--- src/rtl/regset_write_arbiter.sv ---
// regset_write_arbiter
//
// This module owns the single write port of the register set. It shares that
// port between two writeback requesters:
//   A = ALU/execute
//   B = load/memory
// When the optional clear feature is built in, it first writes zero through
// the same port to every register except x0. It also keeps a saturating count
// of contention cycles for performance debugging.
//
// Build option:
//   REGSET_CLEAR_EN  defined   -> CLEAR state present; x1..x(N-1) are zeroed
//                                 after every reset before RUN is entered.
//                    undefined -> no CLEAR state; the FSM is in RUN from
//                                 reset and clear_done is tied high.
//   REGISTER_COUNT   default number of architectural registers (32).
//
// Ports:
//   clk            clock, all state updates on posedge
//   res            asynchronous active-high reset
//   a_valid/a_ready/a_reg/a_data   requester A handshake and payload
//   b_valid/b_ready/b_reg/b_data   requester B handshake and payload
//   write          write data to regset
//   write_reg      destination register to regset
//   write_enable   write strobe to regset
//   clear_done     register set is usable
//   conflict_count RUN cycles with both requesters valid (saturating)

`ifndef REGISTER_COUNT
`define REGISTER_COUNT 32
`endif

module regset_write_arbiter #(
  parameter int RegisterCount = `REGISTER_COUNT,
  parameter int StatWidth     = 16,
  parameter int WordWidth     = 32,
  localparam int RegWidth     = (RegisterCount > 1) ? $clog2(RegisterCount) : 1
) (
  input  logic                 clk,
  input  logic                 res,
  input  logic                 a_valid,
  output logic                 a_ready,
  input  logic [RegWidth-1:0]  a_reg,
  input  logic [WordWidth-1:0] a_data,
  input  logic                 b_valid,
  output logic                 b_ready,
  input  logic [RegWidth-1:0]  b_reg,
  input  logic [WordWidth-1:0] b_data,
  output logic [WordWidth-1:0] write,
  output logic [RegWidth-1:0]  write_reg,
  output logic                 write_enable,
  output logic                 clear_done,
  output logic [StatWidth-1:0] conflict_count
);

  logic                 in_run;
  logic                 arb_en;
  logic                 grant_a;
  logic                 grant_b;
  // 1 = B was granted last, so A wins the next tie.
  logic                 last_grant_b_reg;
  logic [StatWidth-1:0] conflict_count_reg;

`ifdef REGSET_CLEAR_EN
  localparam logic [RegWidth-1:0] LastReg = RegWidth'(RegisterCount - 1);

  typedef enum logic {
    ST_CLEAR,
    ST_RUN
  } state_t;

  state_t              state_reg;
  logic [RegWidth-1:0] clr_idx_reg;

  assign in_run     = (state_reg == ST_RUN);
  assign clear_done = in_run;
`else
  assign in_run     = 1'b1;
  assign clear_done = 1'b1;
`endif

  // Readies must drop as soon as reset is asserted, even without a CLEAR
  // state to fall back to, so the reset input gates the arbiter directly.
  assign arb_en  = in_run && !res;

  // Round-robin: on a tie, grant whichever side did not win last time.
  assign grant_a = arb_en && a_valid && (!b_valid ||  last_grant_b_reg);
  assign grant_b = arb_en && b_valid && (!a_valid || !last_grant_b_reg);

  assign a_ready = grant_a;
  assign b_ready = grant_b;

  assign conflict_count = conflict_count_reg;

  // Write port mux. The port is idle (all zero) when nothing transfers.
  // A transfer to x0 is accepted but never strobes the register set.
  always_comb begin
    write        = '0;
    write_reg    = '0;
    write_enable = 1'b0;
`ifdef REGSET_CLEAR_EN
    if (state_reg == ST_CLEAR) begin
      write_reg    = clr_idx_reg;
      write_enable = 1'b1;
    end else
`endif
    if (grant_a) begin
      write        = a_data;
      write_reg    = a_reg;
      write_enable = (a_reg != '0);
    end else if (grant_b) begin
      write        = b_data;
      write_reg    = b_reg;
      write_enable = (b_reg != '0);
    end
  end

  always_ff @(posedge clk or posedge res) begin
    if (res) begin
      last_grant_b_reg   <= 1'b1;
      conflict_count_reg <= '0;
`ifdef REGSET_CLEAR_EN
      state_reg          <= ST_CLEAR;
      clr_idx_reg        <= RegWidth'(1);
`endif
    end else begin
`ifdef REGSET_CLEAR_EN
      case (state_reg)
        ST_CLEAR: begin
          // Stop on the last index instead of incrementing past it, so a
          // power-of-two register count never wraps before the compare.
          if (clr_idx_reg == LastReg) begin
            state_reg <= ST_RUN;
          end else begin
            clr_idx_reg <= clr_idx_reg + RegWidth'(1);
          end
        end
        default: ;
      endcase
`endif
      if (grant_a) begin
        last_grant_b_reg <= 1'b0;
      end else if (grant_b) begin
        last_grant_b_reg <= 1'b1;
      end

      if (in_run && a_valid && b_valid && !(&conflict_count_reg)) begin
        conflict_count_reg <= conflict_count_reg + StatWidth'(1);
      end
    end
  end

endmodule

--- config.mk ---
export PLATFORM = sky130hd
export DESIGN_NAME = regset_write_arbiter
export DESIGN_NICKNAME = d
export VERILOG_FILES = /design/src/rtl/regset_write_arbiter.sv
export SDC_FILE = /design/constraint.sdc
export NUM_CORES = 1
export LEC_CHECK = 0
export ABC_AREA = 1
export CAP_MARGIN = 10
export CORE_MARGIN = 8
export CORE_UTILIZATION = 29
export DETAILED_ROUTE_END_ITERATION = 7
export PLACE_DENSITY = 0.88
export RECOVER_POWER = 50
export SLEW_MARGIN = 25
export SYNTH_ARGS = -nofsm -noshare
export SYNTH_HDL_FRONTEND = slang
export SYNTH_SLANG_ARGS = --single-unit
--- constraint.sdc ---
create_clock -name clk -period 1.5 [get_ports clk]
set_clock_uncertainty 0.05 [all_clocks]
set_input_delay 0.3 -clock clk [delete_from_list [all_inputs] [get_ports clk]]
set_output_delay 0.3 -clock clk [all_outputs]
set_load 0.05 [all_outputs]
---- Word level (Yosys, flattened, before mapping) ----
Index checks and enable logic that the tools add are counted.
storage, ports and cells
  register bits ........................... 17
  bits of input ports ..................... 78
  output and inout bits ................... 57
  logic and storage cells ................. 28
operators by class
  add/subtract/negate cells ............... 1
  mux-type cells .......................... 8
  reduce and logical (&&, ||, !) cells .... 17
operators with widths
  kind                                           number
  two-way mux 32 bit                             2
  adder 16 x 1 -> 16 bit, second input constant  1
  AND reduction 16 bit                           1
  two-way mux 5 bit                              2
  nonzero test 5 bit                             2
  logical AND 1 bit                              6
  zero test 1 bit                                5
  two-way mux 1 bit                              4
  logical OR 1 bit                               2
  nonzero test 2 bit                             1

---- Logic depth before layout (Yosys ltp) ----
Gate-level depths: netlist (run 1).
  depth in word-level cells ............... 5
  mapped depth ............................ 9
  depth with buffers taken out ............ 9

---- Worst setup path after synthesis (run 1) ----
OpenSTA, ideal clock, no wires.
  path kind ............................... input -> output
  from .................................... in res
  to ...................................... out write[25]
  arrival ................................. 1.933 ns
  required time ........................... 1.150 ns
  path slack .............................. -0.783 ns
  cell stages on the path ................. 5
  path buffers ............................ 1
  path through ............................ inv_2 -> nand2_1 -> a21oi_1 -> clkbuf_1 -> a22o_1
between the ends
  elaborated cells on any way between the ends .. 7
  those cells by class .................... mux: 2; reduce/logical: 5
RTL lines
  element                         RTL line  text
  start: declaration              40        input logic res,
  zero test 1 bit (no line)       --
  logical AND 1 bit (2 in a row)  87        assign grant_a = arb_en && a_valid && (!b_valid || last_grant_b_reg);
  net a_ready                     42        output logic a_ready,
  two-way mux 32 bit              107       if (grant_a) begin
  end: declaration                49        output logic [WordWidth-1:0] write,
The timed path passes the listed nets, and every way through them passes these cells.

---- Worst setup path in the final report (run 1) ----
  from .................................... reg last_grant_b_reg
  to ...................................... out write[25]
between the ends
  longest elaborated chain between the ends .. 5
  elaborated cells on any way between the ends .. 7
  those cells by class .................... mux: 2; reduce/logical: 5
ends and longest elaborated chain
  element                   RTL line  text
  start: declaration        61        logic last_grant_b_reg;
  start signal: assignment  120       last_grant_b_reg <= 1'b1;
  start signal: assignment  142       last_grant_b_reg <= 1'b0;
  start signal: assignment  144       last_grant_b_reg <= 1'b1;
  zero test 1 bit           88        assign grant_b = arb_en && b_valid && (!a_valid || !last_grant_b_reg);
  logical OR 1 bit          88
  logical AND 1 bit         88
  two-way mux 32 bit        111       end else if (grant_b) begin
  two-way mux 32 bit *      107
Every way passes the cells marked *; elsewhere a longest branch is shown, timed or not.

==> results of run 1 <==
==> power breakdown <==
part           switching (mW)  leakage [nW]  internal, mW  total (mW)
registers               0.114         0.193         0.544       0.657
logic                    1.24          1.84          1.21        2.45
clock network           0.185        0.0255         0.185       0.371
==> synth_stat cells (2+ instances only) <==
cell	instances
sky130_fd_sc_hd__a21oi_1	2
sky130_fd_sc_hd__a22o_1	35
sky130_fd_sc_hd__buf_2	6
sky130_fd_sc_hd__dfrtp_1	16
sky130_fd_sc_hd__inv_1	20
sky130_fd_sc_hd__inv_2	3
sky130_fd_sc_hd__nand2_1	64
sky130_fd_sc_hd__nand2_2	5
sky130_fd_sc_hd__nand3_1	6
sky130_fd_sc_hd__nand3b_1	4
sky130_fd_sc_hd__nand4_1	6
sky130_fd_sc_hd__nor2_1	18
sky130_fd_sc_hd__nor2_2	2
sky130_fd_sc_hd__nor2_4	3
sky130_fd_sc_hd__o21ai_0	5
sky130_fd_sc_hd__o21ai_2	3
sky130_fd_sc_hd__o22ai_1	3
sky130_fd_sc_hd__xnor2_1	2
==> worst reg2reg max path: stages (launching register included) <==
cell and delay [ns]:
sky130_fd_sc_hd__dfrtp_2 0.39, sky130_fd_sc_hd__ha_4 0.18, sky130_fd_sc_hd__inv_4 0.05, sky130_fd_sc_hd__nor2_8 0.17
sky130_fd_sc_hd__nand3b_1 0.20, sky130_fd_sc_hd__o21ai_0 0.29, sky130_fd_sc_hd__nand2_1 0.15
==> kinds of logic after synthesis <==
family	synth area share, %
xor+xnor	1.71
buf+inv	9.27
compound gates	25.4
other cells	0.244
fa+ha+maj	0.813
simple gates	34.8
flops	27.7
==> cell usage in the layout (no fill, tap or decap), types with 2 or more instances in the layout <==
cell,count
sky130_fd_sc_hd__clkdlybuf4s50_1,74
sky130_fd_sc_hd__buf_12,60
sky130_fd_sc_hd__nand2_1,57
sky130_fd_sc_hd__buf_4,36
sky130_fd_sc_hd__a22o_4,35
sky130_fd_sc_hd__inv_1,18
sky130_fd_sc_hd__nor2_1,16
sky130_fd_sc_hd__dfrtp_2,16
sky130_fd_sc_hd__nand2_2,11
sky130_fd_sc_hd__nand4_1,6
sky130_fd_sc_hd__buf_6,6
sky130_fd_sc_hd__o21ai_0,5
sky130_fd_sc_hd__nand3_1,5
sky130_fd_sc_hd__nor2_4,4
sky130_fd_sc_hd__nand3b_1,4
sky130_fd_sc_hd__clkbuf_16,4
sky130_fd_sc_hd__inv_4,3
sky130_fd_sc_hd__nor2_2,3
sky130_fd_sc_hd__o21ai_2,3
sky130_fd_sc_hd__o22ai_4,3
sky130_fd_sc_hd__clkbuf_8,3
sky130_fd_sc_hd__dlygate4sd2_1,3
sky130_fd_sc_hd__nand2_4,2
sky130_fd_sc_hd__inv_2,2
sky130_fd_sc_hd__xnor2_1,2
sky130_fd_sc_hd__buf_16,2
==> cell type report <==
type	count	area (µm²)
clock buffers	3	41.3
repair buffers	185	2460
flip-flops and latches	17	447
diodes	1	2.50
multi-input cells	165	1390
clock inverters	1	5.00
fillers	198	572
inverters	24	105
well taps	70	87.6
==> timing repair <==
| action | CTS | global route |
|---|---|---|
| resized for setup | 14 | 18 |
| buffers inserted | 4 | 11 |
| cloned | 2 | 4 |
| pin swaps | 0 | 7 |
| setup endpoints to repair | 44 | 52 |
==> metrics by stage <==
step / area, µm² / utilization [%] / TNS [ns] / setup WS (ns) / instances
6_report: 4540 / 88.8 / -21.15 / -0.554 / 466
5_1_grt: 4540 / 88.8 / -22.87 / -0.568 / 466
4_1_cts: 4300 / 84.2 / -17.46 / -0.468 / 451
3_5_place_dp: 4140 / 81.0 / -25.32 / -0.597 / 442
3_3_place_gp: 4140 / 81.0 / -22.08 / -0.511 / 442
2_1_floorplan: 1960 / - / -3.97 / -0.179 / 215
==> final timing paths <==
kind / startpoint / end / slack, ns / cells after the start
worst max register to register: conflict_count[0]$_DFFE_PP0P_ / conflict_count[6]$_DFFE_PP0P_ / -0.11 / 6
min in group clk: conflict_count[4]$_DFFE_PP0P_ / conflict_count[4]$_DFFE_PP0P_ / 0.49 / 2
worst min-delay path: res / conflict_count[10]$_DFFE_PP0P_ / 0.22 / 3
max in group asynchronous: res / last_grant_b_reg$_DFFE_PP1P_ / 0.92 / 3
worst min register to register: conflict_count[4]$_DFFE_PP0P_ / conflict_count[4]$_DFFE_PP0P_ / 0.49 / 2
worst max-delay path: last_grant_b_reg$_DFFE_PP1P_ / write[25] / -0.55 / 6
==> layer usage <==
layer  vias to the layer above  track usage, %
met1                      1320            27.1
li1                       1095               -
met3                       110            10.8
met4                         6            21.2
met5                         -               0
met2                       287            52.2
==> metrics.md, run 1 <==
| Metric | Value |
|---|---|
| Clock-pin slew on the worst setup and hold paths | `0.08 ns` |
| Initial antenna violation count | `3` |
| Total grt overflow | `0` |
| Cell leakage power | `2.06 nW` |
| Total via count after detailed routing | `2818` |
| Max FFs per register | `16` |
| Max Clock Freq | `0.487 GHz` |
| Period utilisation layout | `137%` |
| Unrepaired setup endpoints after global routing | `yes` |
| Ratio of cells with drive above 1 in the final layout | `50.9%` |
| Synth Cell Area | `1540 µm²` |
| Total power consumption of the routed design | `3.47 mW` |
| Amount of wire on met2 after detailed routing | `6570 µm` |
| Number of synthesized flops with an enable pin | `0` |
| # hold bufs at CTS | `0` |
| Floorplan die area | `7890 µm²` |
| Register bit total from synthesis | `17` |
| Ys flop type | `sky130_fd_sc_hd__dfrtp_1` |
| Latest clock arrival within the worst-skew pair | `0.27 ns` |
| DRC violation total after the first TritonRoute iteration | `237` |
| Largest stage delay on the critical path | `0.55 ns` |
| Max Root-Sink Buffers | `2` |
| Cell count after synthesis | `215` |
| Fraction of registers with async set or reset after synthesis | `100%` |
| Max Used Layer | `met5` |
| Worst setup path category | `reg -> out` |
| Setup crit end kind | `output port` |
| Final number of max-transition violations | `0` |
| Largest voltage drop on the vdd net | `901 µV` |
| Pwr/cell area | `766 nW/µm²` |
| Num rows | `26` |
| Wirelength per Cell | `32.1 µm` |
| Maximum number of pins on one net before global-route repair | `18` |
| Path category of the worst min-delay check | `in -> async` |
| Clock Sinks | `17` |
| CP bufs+invs | `4` |
| Area Overhead vs Synth | `195%` |
| Worst EP required | `1.15 ns` |
| Initial core utilization | `30.1%` |
| Clock period minus final worst setup slack | `2.05 ns` |
| Core Region | `5110 µm²` |
| Total Nets Final | `475` |
| Startpoint kind of the worst setup timing path | `register` |
| Routed metal-1 wire length | `4910 µm` |
| Root buffer selected by CTS | `sky130_fd_sc_hd__clkbuf_8` |
| Vias in the first global route | `2554` |
| Maxcap violations | `0` |
| Cell family contributing the most delay on the critical path | `flip-flops` |
| Global-route wire length before repair | `16700 µm` |
| Count of pins on the block boundary | `135` |
| Estimated wirelength of the detail-placed design | `8570 µm` |
| Cts bufs inserted | `3` |
| Average instance area after synthesis | `7.16 µm²` |
| Antenna viol nets, final | `0` |
| Slowest cell on the critical path | `sky130_fd_sc_hd__dfstp_2` |
| Net count after synthesis | `294` |
| Cell type with the largest total area after synthesis | `sky130_fd_sc_hd__dfrtp_1` |
| Post-route DRC | `0` |
| Detailed-route wire length | `15000 µm` |
| Y dimension of the die | `88.8 µm` |
| Top fanout value on the critical path | `8` |
| Cell breakdown of the critical path | `inv_2, a21oi_4, buf_6, buf_16, a22o_4, buf_12` |
| Final weighted congestion in routability-driven placement | `0.886` |
| Most area-consuming cells after synthesis | `sky130_fd_sc_hd__dfrtp_1, sky130_fd_sc_hd__a22o_1, sky130_fd_sc_hd__nand2_1` |
| Overall die width | `88.8 µm` |
| Minimum hold slack | `0.217 ns` |
| Synthesis Warnings | `0` |
| Endpoints failing hold | `0` |
| Failing checks | `setup timing` |
| Area share of the largest cell type after synthesis | `26.0%` |
| Sequential area share after synthesis | `27.7%` |
| Count of input and output buffers | `133` |
| Final worst setup slack | `-0.554 ns` |
| Level count of the clock H-tree | `1` |
| TritonCTS clock tree | `built` |
| Outcome | `complete, but fails checks` |
| Met3 wire length | `2080 µm` |
| Total routing resource utilization after global routing | `29.4%` |
| Pre-antenna DRT Iters | `5` |
| Distinct cells, synth | `30` |
| Per-cell via count in the routed design | `6.05` |
| Number of setup violations in the final report | `53` |
| Arrival time of the worst setup path | `1.70 ns` |
Note: power is estimated with default switching activity, not from simulation.
==> run 2: changes to the inputs <==
SLEW_MARGIN = 20   (was 25)
==> results of run 2 <==
Same layout as run 1: the final DEF is identical, and so are final timing and power.
==> run 3: changes to the inputs <==
SKIP_CTS_REPAIR_TIMING = 1   (was default)
==> run 3 against run 2 <==
The flow still finishes with violations (setup timing). Clock-buffer cell count unchanged. Worst setup slack improved by 0.045 ns. Critical endpoint is now write[11]. Clock power about the same.
==> metrics.md, run 3 (synthesis gave the netlist of run 1 again) <==
| Metric | Value |
|---|---|
| Clock network fraction of design power | `10.9% (+0.2 points)` |
| Pre-antenna DRT Iters | `5 (unchanged)` |
| Post-route DRC | `0 (unchanged)` |
| Switching power summed over all nets | `1.47 mW (-4.0%)` |
| Vias in the first global route | `2445 (-4.3%)` |
| Max Clock Freq | `0.498 GHz (+2.3%)` |
| Global-route wire length before repair | `14800 µm (-11%)` |
| Count of pins on the block boundary | `135 (unchanged)` |
| Failing checks | `setup timing` |
| Overall die width | `88.8 µm (unchanged)` |
| Largest voltage drop on the vdd net | `883 µV (-1.9%)` |
| Total routing resource utilization after global routing | `25.7% (-3.7 points)` |
| Total inserted antenna cells | `0 (-1)` |
| DRC violation total after the first TritonRoute iteration | `190 (-20%)` |
| Root buffer selected by CTS | `sky130_fd_sc_hd__clkbuf_8` |
| Max FFs per register | `16 (unchanged)` |
| Slowest cell on the critical path | `sky130_fd_sc_hd__clkdlybuf4s25_1` |
| Largest stage delay on the critical path | `0.24 ns (-0.31 ns)` |
| Latest clock arrival within the worst-skew pair | `0.27 ns (about the same)` |
| Total non-filler cell area in the finished layout | `4410 µm² (-2.8%)` |
| Total grt overflow | `0 (unchanged)` |
| TritonCTS clock tree | `built` |
| Count of input and output buffers | `133 (unchanged)` |
| Floorplan die area | `7890 µm² (unchanged)` |
| Final number of max-transition violations | `0 (unchanged)` |
| Path category of the worst min-delay check | `reg -> reg` |
| Setup crit end kind | `output port` |
| Final worst setup slack | `-0.509 ns (+0.0452 ns)` |
| Per-cell via count in the routed design | `5.61 (-7.2%)` |
| Total Nets Final | `472 (-0.63%)` |
| Total via count after detailed routing | `2592 (-8.0%)` |
| Worst setup path category | `in -> out` |
| Estimated wirelength of the detail-placed design | `8570 µm (unchanged)` |
| Startpoint kind of the worst setup timing path | `input pin` |
| Num rows | `26 (unchanged)` |
| Wirelength per Cell | `27.4 µm (-15%)` |
| Worst EP required | `1.15 ns (about the same)` |
| Maxcap violations | `0 (unchanged)` |
| Cell breakdown of the critical path | `clkdlybuf4s25_1, inv_1, nand2_1, a21oi_4, buf_12, buf_12, a22o_4, buf_12` |
| Ratio of cells with drive above 1 in the final layout | `48.7% (-2.2 points)` |
| Core Region | `5110 µm² (unchanged)` |
| Post-layout utilization of the core | `86.4% (-2.4 points)` |
| Period utilisation layout | `134% (-3.0 points)` |
| Transition time at the pin with the least slew margin | `1.06 ns` |
| Internal power summed over all cells | `1.90 mW (-1.9%)` |
| Unrepaired setup endpoints after global routing | `yes` |
| Max Root-Sink Buffers | `2 (unchanged)` |
| Outcome | `complete, but fails checks` |
| Cell leakage power | `2.02 nW (-1.9%)` |
| Total power consumption of the routed design | `3.38 mW (-2.8%)` |
| Number of setup violations in the final report | `43 (-19%)` |
| Most common library cell in the layout ignoring fill and taps | `sky130_fd_sc_hd__clkdlybuf4s50_1` |
| Clock Sinks | `17 (unchanged)` |
| Placed cell areas | `4140 µm² (unchanged)` |
| Y dimension of the die | `88.8 µm (unchanged)` |
| Initial core utilization | `30.1% (unchanged)` |
| Aggregate negative setup slack | `-18.23 ns (+2.92 ns)` |
| Clock-pin slew on the worst setup and hold paths | `0.06 ns (-0.02 ns)` |
| Pre-CTS worst setup slack | `-0.597 ns (unchanged)` |
| Worst reg2reg startpoint | `conflict_count[15]$_DFFE_PP0P_` |
| Max-Slew Margin vs Limit | `29.2%` |
| Startpoint of the worst hold path | `conflict_count[4]$_DFFE_PP0P_` |
| Part of the total power dissipated in sequential elements | `19.4% (+0.5 points)` |
| Clock period minus final worst setup slack | `2.01 ns (-0.0452 ns)` |
| Power share of the combinational group | `69.7% (-0.7 points)` |
| Top fanout value on the critical path | `9 (+1)` |
| Antenna viol nets, final | `0 (unchanged)` |
| Timing startpoint of the critical path | `res` |
| Most frequent CP cell | `sky130_fd_sc_hd__buf_12` |
| Arrival time of the worst setup path | `1.66 ns (-0.04 ns)` |
| Pwr/cell area | `766 nW/µm² (about the same)` |
| Area Overhead vs Synth | `187%` |
| Detailed-route wire length | `12700 µm (-15%)` |
| Cts bufs inserted | `3 (unchanged)` |
| Initial antenna violation count | `1 (-2)` |
| Switching share of power | `43.7% (-0.55 points)` |
| Level count of the clock H-tree | `1 (unchanged)` |
| Most used cells in the layout excluding fill and tap cells | `sky130_fd_sc_hd__clkdlybuf4s50_1, sky130_fd_sc_hd__nand2_1, sky130_fd_sc_hd__buf_12` |
| Final weighted congestion in routability-driven placement | `0.886 (unchanged)` |
| Endpoints failing hold | `0 (unchanged)` |
| Maximum number of pins on one net before global-route repair | `34 (+16)` |
run 3: cell count changes in the layout (fill, tap and decap cells not counted), sizes merged:
cell           change
diode              -1
dlygate4sd2        -3
buf                -2
dlymetal6s2s       +2
clkdlybuf4s25      +1
clkbuf             -1
run 3: layout make-up:
class | instances | area (µm²)
timing repair buffer | 182 | 2370
clock buffer | 3 | 41.3
tap | 70 | 87.6
multi-input combinational | 165 | 1360
clock inverter | 1 | 5.00
fill | 219 | 697
inverter | 24 | 97.6
sequential | 17 | 445
run 3: path summary, 6_finish.rpt:
kind | endpoint | slack [ns] | cells after the start
setup / recovery | write[11] | -0.51 | 8
hold / removal | conflict_count[4]$_DFFE_PP0P_ | 0.47 | 2
setup reg to reg | conflict_count[9]$_DFFE_PP0P_ | -0.02 | 8
hold reg to reg | conflict_count[4]$_DFFE_PP0P_ | 0.47 | 2
max in group asynchronous | conflict_count[9]$_DFFE_PP0P_ | 0.07 | 3
min in group asynchronous | conflict_count[13]$_DFFE_PP0P_ | 0.60 | 3
run 3: per-stage QoR:
stage               cells  hold slack (ns)
detailed placement    442            0.455
finish                462            0.470
CTS                   446            0.437
global placement      442            0.444
floorplan             215           0.0497
global route          462            0.499
run 3: power by group through the flow:
stage	registers, mW	clock network [mW]	logic [mW]
CTS	0.652	0.364	2.20
detailed placement	0.656	0	2.18
global placement	0.654	0	2.13
global route	0.657	0.374	2.43
finish	0.654	0.368	2.36
floorplan	0.868	0	0.799
run 3: critical path, delay by kind of cell:
kind,cells,cell delay [ns]
compound gates,2,0.35
buf+inv,5,0.84
simple gates,1,0.15
run 3: layer usage:
layer	GRT usage, %	vias up	share of wire (%)
met1	25.1	1235	33
li1	-	1081	-
met4	17.7	2	7.3
met2	46.4	211	47
met5	0	-	0.10
met3	6.41	63	12
